`config.mk`:
```
export PLATFORM = sky130hd
export DESIGN_NAME = onewire_slave
export DESIGN_NICKNAME = d
export VERILOG_FILES = /design/src/rtl/onewire_slave.sv
export SDC_FILE = /design/constraint.sdc
export NUM_CORES = 1
export LEC_CHECK = 0
export BUFFER_PORTS_ARGS = -buffer_cell sky130_fd_sc_hd__clkbuf_2
export CAP_MARGIN = 20
export CORE_MARGIN = 3
export CORE_UTILIZATION = 35
export CTS_CLUSTER_SIZE = 20
export DETAILED_ROUTE_END_ITERATION = 10
export GPL_TIMING_DRIVEN = 0
export RECOVER_POWER = 100
export SYNTH_ARGS = -nofsm -noshare
export SYNTH_HDL_FRONTEND = slang
export SYNTH_SLANG_ARGS = --single-unit
```
`constraint.sdc`:
```
create_clock -name clk -period 2.5 [get_ports clk]
set_clock_uncertainty 0.1 [all_clocks]
set_input_delay 0.5 -clock clk [delete_from_list [all_inputs] [get_ports clk]]
set_output_delay 0.5 -clock clk [all_outputs]
set_load 0.05 [all_outputs]
```
`src/rtl/onewire_slave.sv`:
```
// Standard-speed 1-wire ROM-only responder: presence on bus reset, ROM command reception,
// Read ROM / Search ROM / Skip ROM service. owr_e=1 pulls the open-drain bus low.
module onewire_slave #(
    parameter int          CLK_US = 33,
    parameter logic [63:0] ROM_ID = 64'h2D00000012345601,
    parameter int          T_RSTL = 400,
    parameter int          T_PDH  = 30,
    parameter int          T_PDL  = 120,
    parameter int          T_SMP  = 30
) (
    input  logic       clk,
    input  logic       rst_n,
    input  logic       owr_i,
    output logic       owr_e,
    output logic [7:0] cmd,
    output logic       cmd_vld,
    output logic       busy
);

    localparam logic [15:0] C_RSTL = 16'(T_RSTL * CLK_US);
    // Presence delay is shortened by the synchroniser + edge-detect latency
    localparam logic [15:0] C_PDH  = 16'(T_PDH * CLK_US - 3);
    localparam logic [15:0] C_PDL  = 16'(T_PDL * CLK_US);
    localparam logic [15:0] C_SMP  = 16'(T_SMP * CLK_US);

    localparam logic [2:0] S_IDLE      = 3'd0;
    localparam logic [2:0] S_PRES_WAIT = 3'd1;
    localparam logic [2:0] S_PRES_LOW  = 3'd2;
    localparam logic [2:0] S_CMD       = 3'd3;
    localparam logic [2:0] S_ROM_TX    = 3'd4;
    localparam logic [2:0] S_SRCH_B    = 3'd5;
    localparam logic [2:0] S_SRCH_C    = 3'd6;
    localparam logic [2:0] S_SRCH_W    = 3'd7;

    logic        r_s1, r_s2, r_sp;
    logic [15:0] r_tcnt;
    logic [15:0] r_tmr;
    logic [2:0]  r_state;
    logic        r_slot;
    logic [5:0]  r_bcnt;
    logic [7:0]  r_sh;
    logic        r_owr_e;
    logic [7:0]  r_cmd;
    logic        r_cmd_vld;

    logic w_fall, w_rise, w_bus_rst, w_rom_bit, w_tx_bit, w_smp_done, w_slot_start;
    logic [7:0] w_sh_next;

    assign w_fall       = r_sp & ~r_s2;
    assign w_rise       = ~r_sp & r_s2;
    assign w_bus_rst    = w_rise && (r_tcnt >= C_RSTL);
    assign w_rom_bit    = ROM_ID[r_bcnt];
    assign w_tx_bit     = (r_state == S_SRCH_C) ? ~w_rom_bit : w_rom_bit;
    assign w_smp_done   = (r_tmr == C_SMP - 16'd1);
    // Our own drive holds the bus low, so any edge seen while driving is not a master slot
    assign w_slot_start = w_fall && !r_owr_e;
    assign w_sh_next    = {r_s2, r_sh[7:1]};

    assign owr_e   = r_owr_e;
    assign cmd     = r_cmd;
    assign cmd_vld = r_cmd_vld;
    assign busy    = (r_state != S_IDLE);

    always_ff @(posedge clk or negedge rst_n) begin
        if (!rst_n) begin
            r_s1   <= 1'b1;
            r_s2   <= 1'b1;
            r_sp   <= 1'b1;
            r_tcnt <= 16'd0;
        end else begin
            r_s1 <= owr_i;
            r_s2 <= r_s1;
            r_sp <= r_s2;
            if (w_fall || w_rise)
                r_tcnt <= 16'd0;
            else if (r_tcnt != 16'hFFFF)
                r_tcnt <= r_tcnt + 16'd1;
        end
    end

    always_ff @(posedge clk or negedge rst_n) begin
        if (!rst_n) begin
            r_state   <= S_IDLE;
            r_tmr     <= 16'd0;
            r_slot    <= 1'b0;
            r_bcnt    <= 6'd0;
            r_sh      <= 8'h00;
            r_owr_e   <= 1'b0;
            r_cmd     <= 8'h00;
            r_cmd_vld <= 1'b0;
        end else begin
            r_cmd_vld <= 1'b0;
            if (w_bus_rst) begin
                r_state <= S_PRES_WAIT;
                r_tmr   <= 16'd0;
                r_slot  <= 1'b0;
                r_bcnt  <= 6'd0;
                r_owr_e <= 1'b0;
            end else begin
                case (r_state)
                    S_IDLE: begin
                        r_owr_e <= 1'b0;
                        r_slot  <= 1'b0;
                    end
                    S_PRES_WAIT: begin
                        if (r_tmr == C_PDH - 16'd1) begin
                            r_state <= S_PRES_LOW;
                            r_owr_e <= 1'b1;
                            r_tmr   <= 16'd0;
                        end else begin
                            r_tmr <= r_tmr + 16'd1;
                        end
                    end
                    S_PRES_LOW: begin
                        if (r_tmr == C_PDL - 16'd1) begin
                            r_state <= S_CMD;
                            r_owr_e <= 1'b0;
                            r_bcnt  <= 6'd0;
                            r_slot  <= 1'b0;
                            r_tmr   <= 16'd0;
                        end else begin
                            r_tmr <= r_tmr + 16'd1;
                        end
                    end
                    S_CMD, S_SRCH_W: begin
                        if (w_slot_start) begin
                            r_slot <= 1'b1;
                            r_tmr  <= 16'd0;
                        end else if (r_slot) begin
                            if (w_smp_done) begin
                                r_slot <= 1'b0;
                                if (r_state == S_CMD) begin
                                    r_sh <= w_sh_next;
                                    if (r_bcnt == 6'd7) begin
                                        r_cmd     <= w_sh_next;
                                        r_cmd_vld <= 1'b1;
                                        r_bcnt    <= 6'd0;
                                        case (w_sh_next)
                                            8'h33:   r_state <= S_ROM_TX;
                                            8'hF0:   r_state <= S_SRCH_B;
                                            default: r_state <= S_IDLE;
                                        endcase
                                    end else begin
                                        r_bcnt <= r_bcnt + 6'd1;
                                    end
                                end else if (r_s2 != w_rom_bit || r_bcnt == 6'd63) begin
                                    r_state <= S_IDLE;
                                end else begin
                                    r_bcnt  <= r_bcnt + 6'd1;
                                    r_state <= S_SRCH_B;
                                end
                            end else begin
                                r_tmr <= r_tmr + 16'd1;
                            end
                        end
                    end
                    S_ROM_TX, S_SRCH_B, S_SRCH_C: begin
                        if (w_slot_start) begin
                            r_slot  <= 1'b1;
                            r_tmr   <= 16'd0;
                            r_owr_e <= ~w_tx_bit;
                        end else if (r_slot) begin
                            if (w_smp_done) begin
                                r_slot  <= 1'b0;
                                r_owr_e <= 1'b0;
                                if (r_state == S_SRCH_B)
                                    r_state <= S_SRCH_C;
                                else if (r_state == S_SRCH_C)
                                    r_state <= S_SRCH_W;
                                else if (r_bcnt == 6'd63)
                                    r_state <= S_IDLE;
                                else
                                    r_bcnt <= r_bcnt + 6'd1;
                            end else begin
                                r_tmr <= r_tmr + 16'd1;
                            end
                        end
                    end
                    default: r_state <= S_IDLE;
                endcase
            end
        end
    end

endmodule

```
==> results.md, run 1 <==
- Die width: 114 um
- Chip Height: 114 um
- Clock transition at path regs: 50 ps
- Mapped Cells: 447
- Worst endpoint required time: 2590 ps
- CP endpoint kind: flop
- R2r worst-path depth: 7
- Setup CP Type: reg2reg
- TritonCTS clock tree: done
- Actual slew at the worst max-slew pin: 1590 ps
- Overflow after GRT: 0
- RD Place Congestion: around 0.95
- Nets: between 500 and 600
- Static leakage: 0.00206 uW
- Status: finished, violations left
- Die area: between 10000 and 15000 um^2
- Vias in the first global route: 3812
- Hold Crit Class: in2reg
- Total power: 2500 uW
- Fin. Hold Viols: 0
- Post-Syn Area: 4080 um^2
- Avg Cell Area, Syn: 9.12 um^2
- Crit path DAT: 2720 ps
- Slew HR: -0.0595
- Synth top area share: 0.362
- Synthesized Nets: about 460
- Synth Register Bits: 62
- Global Route Usage Sum: 0.181
- Max-cap violations: 1
- Detailed Place HPWL: between 7 and 8 mm
- VDD IR max: 0.297 mV
- Drt drc: 0
- Synth Flop Type: dfrtp_1
- CP max FO: 7
- Synth unique cells: 74
- Power per Cell Area: 478 nW/um^2
- Worst skew pair latency: 330 ps
- Setup tns final: -1510 ps
- Setup violations, final: 19
- Hold path depth: 1
- Post-synth EDFFs: 0
- Routed wire length: between 10 and 15 mm
- Top post-synthesis cells by area: dfrtp_1, mux2_2, ha_1
- Antenna cells: 0
- Ys async rst share: 1.00
- RSZ-0062 raised after global routing: true
- Clk Tree Root Cell: clkbuf_16
- Final period util: 1.05
- Min Tclk post-route: 2620 ps
- Sequential share of the synthesized area: 0.382
- First-pass GRT wire length: between 15 and 20 mm
- CTS Buffer Depth: 2
- Design Area, Final: 5240 um^2
- CTS Buf Count: 9
- Yosys warns: 0
- Initial antenna violation count: 0
- Synth-to-Final Area Change: 28.6%
- I/O Buffers: 13
- Final Core Density: 0.471
- Worst Hold Margin: between 150 and 200 ps
- Initial Utilization: 0.366
- TritonRoute pass-1 iters: 6
- Clock sinks: 62
- Largest net degree at the start of global routing: between 60 and 70
- Via count normalized by instance count: between 6 and 7
- Row Count: 38
- Area post-placement: approximately 4300 um^2
- DRT antenna net count: 0
- Max Clk Rate: 381 MHz
- I/O pins: 14
- Via count: 3926
- Share of cells above drive strength 1: 0.278
- Failing checks: max-capacitance violations, max-slew violations, negative setup slack
- Slack of the critical path: -124 ps
- Core Region: between 10000 and 15000 um^2
- Max H-tree Level: 3
- Largest area contributor in the netlist: dfrtp_1
- Slew Viols, Final: 63
- Average wire per standard cell: 17.8 um
- CP Launch Type: flop
- DRT iter0 DRCs: 483
==> synthesized netlist by cell type (all sizes together) (3+ instances only) <==
| master | number |
|---|---|
| nor3b | 5 |
| a32oi | 11 |
| nand2 | 35 |
| ha | 12 |
| o41ai | 4 |
| o21ai | 17 |
| a22oi | 3 |
| a311oi | 5 |
| xnor2 | 7 |
| dfstp | 3 |
| o2111ai | 3 |
| or4 | 6 |
| nor2 | 24 |
| a21o | 3 |
| o31ai | 7 |
| nand2b | 4 |
| clkbuf | 16 |
| inv | 20 |
| o21a | 5 |
| or3 | 5 |
| mux2 | 15 |
| a21oi | 11 |
| nor3 | 13 |
| nand4 | 11 |
| dfrtp | 59 |
| and2 | 18 |
| buf | 5 |
| nor2b | 10 |
| o211ai | 3 |
| a31oi | 12 |
| o31a | 3 |
| nand3 | 27 |
| and3 | 10 |
| o311ai | 3 |
| o22ai | 8 |
| mux2i | 4 |
==> kinds of logic (layout without fill, tap and decap cells) <==
kind of cell,count (synthesis),after routing,share of synthesized area
and+or+nand+nor,185,185,0.251
xor gates and xnor gates,9,9,0.0193
buffers and inverters,41,102,0.0414
AOI/OAI and AO/OA,119,119,0.219
adders and majority gates,12,12,0.0368
muxes,19,19,0.0513
DFF,62,62,0.382
==> report_power, final <==
part           switching (uW)  internal [uW]  total (uW)
combinational            56.5           24.0        80.4
clock                     466            933        1400
sequential               9.66           1020        1030
total                     532           1970        2500
==> critical path, stage by stage (launching register included) <==
cell and delay (ps):
dfrtp_1 450, or4bb_4 560, or4_4 570, o32ai_2 130, a22oi_2 170, buf_6 200
a32oi_1 200, o31ai_1 100
==> flip-flops by register name (all words and copies together), names as in the netlist <==
name and cells:
r_sh 7, r_s1 1, r_bcnt 6, cmd 8, r_tmr 16, r_tcnt 16, cmd_vld 1, r_s2 1
r_state 3, r_sp 1, owr_e 1, r_slot 1
==> layout make-up <==
cell class / instances / area, um^2
Fill cell: 1060 / 5880
Multi-Input combinational cell: 344 / 2670
Clock buffer: 12 / 256
Buffer: 17 / 91.3
Timing Repair Buffer: 49 / 330
Clock inverter: 4 / 77.6
Tap cell: 140 / 175
Sequential cell: 62 / 1560
Inverter: 20 / 77.6
==> metal layers <==
layer,global-route usage,share of wire,wire length [um],up-vias
met5,0,0,0,-
met4,0.0681,0.019,223,0
met3,0.0499,0.054,627,28
met2,0.275,0.47,5410,156
met1,0.246,0.46,5280,1919
li1,-,-,-,1823
==> timing repair <==
item / in CTS / in global routing
cloned: 2 / 0
pin swaps: 15 / 17
resized for setup: 39 / 43
buffers inserted: 21 / 12
hold buffers: 0 / 0
endpoints found under the setup margin: 42 / 41
==> placed cells by master, fill, tap and decap left out, drive strengths merged, types with 5 or more instances in the layout <==
master	synthesis	routed
buf	5	39
a31oi	12	12
nand2	35	35
mux2	15	15
or3	5	5
o31ai	7	7
o21ai	17	17
dfrtp	59	59
clkbuf	16	39
o21a	5	5
inv	20	21
nor2	24	24
o22ai	8	8
nor2b	10	10
nand4	11	11
nor3b	5	5
a21oi	11	11
ha	12	12
a311oi	5	5
xnor2	7	7
and2	18	18
or4	6	6
a32oi	11	11
nor3	13	13
nand3	27	27
and3	10	10
==> per-stage QoR <==
| stage | cells | setup slack [ps] |
|---|---|---|
| 2_1_floorplan | 447 | -63.4 |
| 3_3_place_gp | 600 | -413 |
| 3_5_place_dp | 601 | -428 |
| 4_1_cts | 640 | -126 |
| 5_1_grt | 648 | -198 |
| 6_report | 648 | -124 |
==> worst paths after layout <==
check	start	endpoint	slack (ps)
setup / recovery	r_tmr[7]	r_tmr[3]	-120
hold / removal	owr_i	r_s1	150
setup reg to reg	r_tmr[7]	r_tmr[3]	-120
hold reg to reg	r_s1	r_s2	260
max in group asynchronous	rst_n	r_tmr[0]	760
min in group asynchronous	rst_n	r_tcnt[9]	460
No activity file was read; power rests on OpenSTA's default activity.
==> inputs of run 2 (changes only) <==
--- a/config.mk
+++ b/config.mk
@@ -7,8 +7,8 @@
 export LEC_CHECK = 0
 export BUFFER_PORTS_ARGS = -buffer_cell sky130_fd_sc_hd__clkbuf_2
 export CAP_MARGIN = 20
-export CORE_MARGIN = 3
 export CORE_UTILIZATION = 35
+export CTS_BUF_LIST = sky130_fd_sc_hd__clkbuf_8 sky130_fd_sc_hd__clkbuf_16
 export CTS_CLUSTER_SIZE = 20
 export DETAILED_ROUTE_END_ITERATION = 10
 export GPL_TIMING_DRIVEN = 0
==> results.md, run 2 (same netlist as run 1, synthesis figures left out) <==
- Final period util: 1.04
- Overflow after GRT: 0
- HP Start: owr_i
- Via count: roughly 3900
- Metal2 WL: 5.21 mm
- Commonest non-fill, non-tap cell in the layout: dfrtp_1
- Row Count: 39
- Actual slew at the worst max-slew pin: 1540 ps
- Fillers: 1105
- Sequential power share: 0.434
- RD Place Congestion: approximately 0.87
- Total power: 2360 uW
- Crit-path slowest cell: or4_4
- Final Core Density: 0.456
- Initial antenna violation count: 0
- Core Region: 11400 um^2
- Hold Crit Class: in2reg
- Commonest non-fill, non-tap cells in the layout: dfrtp_1, nand2_1, buf_4, nand3_1, nor2_1
- Slew HR: -0.0290
- Drt drc: 0
- Setup crit start: r_tmr[7]
- CP endpoint kind: flop
- Crit path DAT: 2710 ps
- Max H-tree Level: 3
- Power per Cell Area: 456 nW/um^2
- Setup CP Type: reg2reg
- Slowest cell delay on critical path: 560 ps
- CTS Buffer Depth: 2
- Detailed-route wire length on metal 1: 5.02 mm
- Family with the most delay on the worst path: simple AND/OR/NAND/NOR gates
- Combinational fraction of design power: 0.035
- Clock sinks: 62
- Antenna cells: 0
- DRT antenna net count: 0
- Switching Power: ~550 uW
- Max-cap violations: 1
- VDD IR max: roughly 0.30 mV
- Clk Tree Root Cell: clkbuf_16
- CP max FO: 7
- Critical-path cell list: or4bb_4 -> or4_4 -> o32ai_4 -> a22oi_2 -> buf_6 -> a32oi_1 -> o41ai_1
- Worst endpoint required time: 2610 ps
- R2r startpoint: r_tmr[7]
- Worst skew pair latency: 330 ps
- TritonCTS clock tree: done
- First-pass GRT wire length: 17.8 mm
- CTS Buf Count: 9
- TritonRoute pass-1 iters: 7
- Critical path buffers and inverters: 1
- Min Tclk post-route: 2610 ps
- Int Pwr: between 1500 and 2000 uW
- Pre-CTS setup slack: -449 ps
- Max Clk Rate: between 300 and 400 MHz
- Setup violations, final: 20
- Chip Height: approximately 110 um
- Initial Utilization: 0.358
- Via count normalized by instance count: 5.96
- RSZ-0062 raised after global routing: true
- Global Route Usage Sum: 0.189
- Detailed Place HPWL: 7.06 mm
- Status: finished, violations left
- Clock transition at path regs: about 60 ps
- Routed wire length: 10.9 mm
- Top sig layer: met4
- Fin. Hold Viols: 0
- I/O Buffers: 13
- Nets: ~520
- Die area: 12100 um^2
- I/O pins: 14
- Clock Power Share: 0.531
- Failing checks: max-capacitance violations, max-slew violations, negative setup slack
- Largest net degree at the start of global routing: 63
- Static leakage: 0.00206 uW
- Slew Viols, Final: 63
- Average wire per standard cell: 16.8 um
- Switching Fraction: 0.233
- Vias in the first global route: 3540
- Die width: 110 um
- CP Launch Type: flop
- Synth-to-Final Area Change: 27.1%
- DRT iter0 DRCs: 330
- Slack of the critical path: -105 ps
- Share of cells above drive strength 1: 0.264
- DR WL met3: 519 um
run 2: cell count changes in the layout (fill, tap and decap cells not counted), moves of 3 or more:
cell        before  now
and2_0           6    3
clkbuf_1        22   17
clkinvlp_4       0    3
ha_1             8   11
run 2: final cells by class:
type	count	area, um^2	area share
Clock buffer	9	225	0.0435
Sequential cell	62	1560	0.301
Multi-Input combinational cell	344	2640	0.509
Buffer	16	93.8	0.0181
Inverter	20	77.6	0.0150
Tap cell	143	179	0.0345
Clock inverter	7	75.1	0.0145
Timing Repair Buffer	49	330	0.0638
run 2: power groups by stage:
stage                     logic, uW  clock network, uW  registers (uW)
after floorplan                37.9                  0            1040
after global placement         70.3                  0            1040
final                          82.4               1260            1020
after detailed placement       72.8                  0            1040
after CTS                      80.7               1280            1020
after global routing           94.3               1310            1030
run 2: worst reg2reg max path, delay by kind of cell, from the launching register on:
kind	cells	cell delay [ps]
AO/OA/AOI/OAI	4	610
buffers and inverters	1	210
AND/OR/NAND/NOR	2	1110
flip-flops	1	460
run 2: path summary, 6_finish.rpt:
check                            end  slack [ps]  cells after the start
max in group asynchronous  r_tmr[12]         840                      1
hold / removal                  r_s1         150                      1
setup reg to reg           r_tmr[15]        -110                      7
setup / recovery           r_tmr[15]        -110                      7
hold reg to reg                 r_s2         250                      0
min in group asynchronous   r_tmr[8]         450                      1
run 2: routing by layer:
layer | up-vias | track usage
li1 | 1826 | -
met1 | 1910 | 0.263
met2 | 124 | 0.296
met3 | 16 | 0.0285
met4 | 0 | 0.0686
met5 | - | 0
run 2: metrics by stage:
stage	cells	setup TNS [ps]	hold WS [ps]	area (um^2)
after detailed placement	604	-14140	248	4340
after floorplan	447	-848	104	4090
final	650	-1220	154	5180
after global placement	603	-13880	246	4330
after CTS	637	-1970	149	4940
after global routing	650	-3950	153	5180
run 2: what timing repair did:
item / 4_1_cts / 5_1_grt
hold buffers: 0 / 0
pin swaps: 11 / 23
gates resized for setup: 49 / 31
setup buffers: 17 / 17
endpoints found under the setup margin: 42 / 41
cloned: 1 / 0
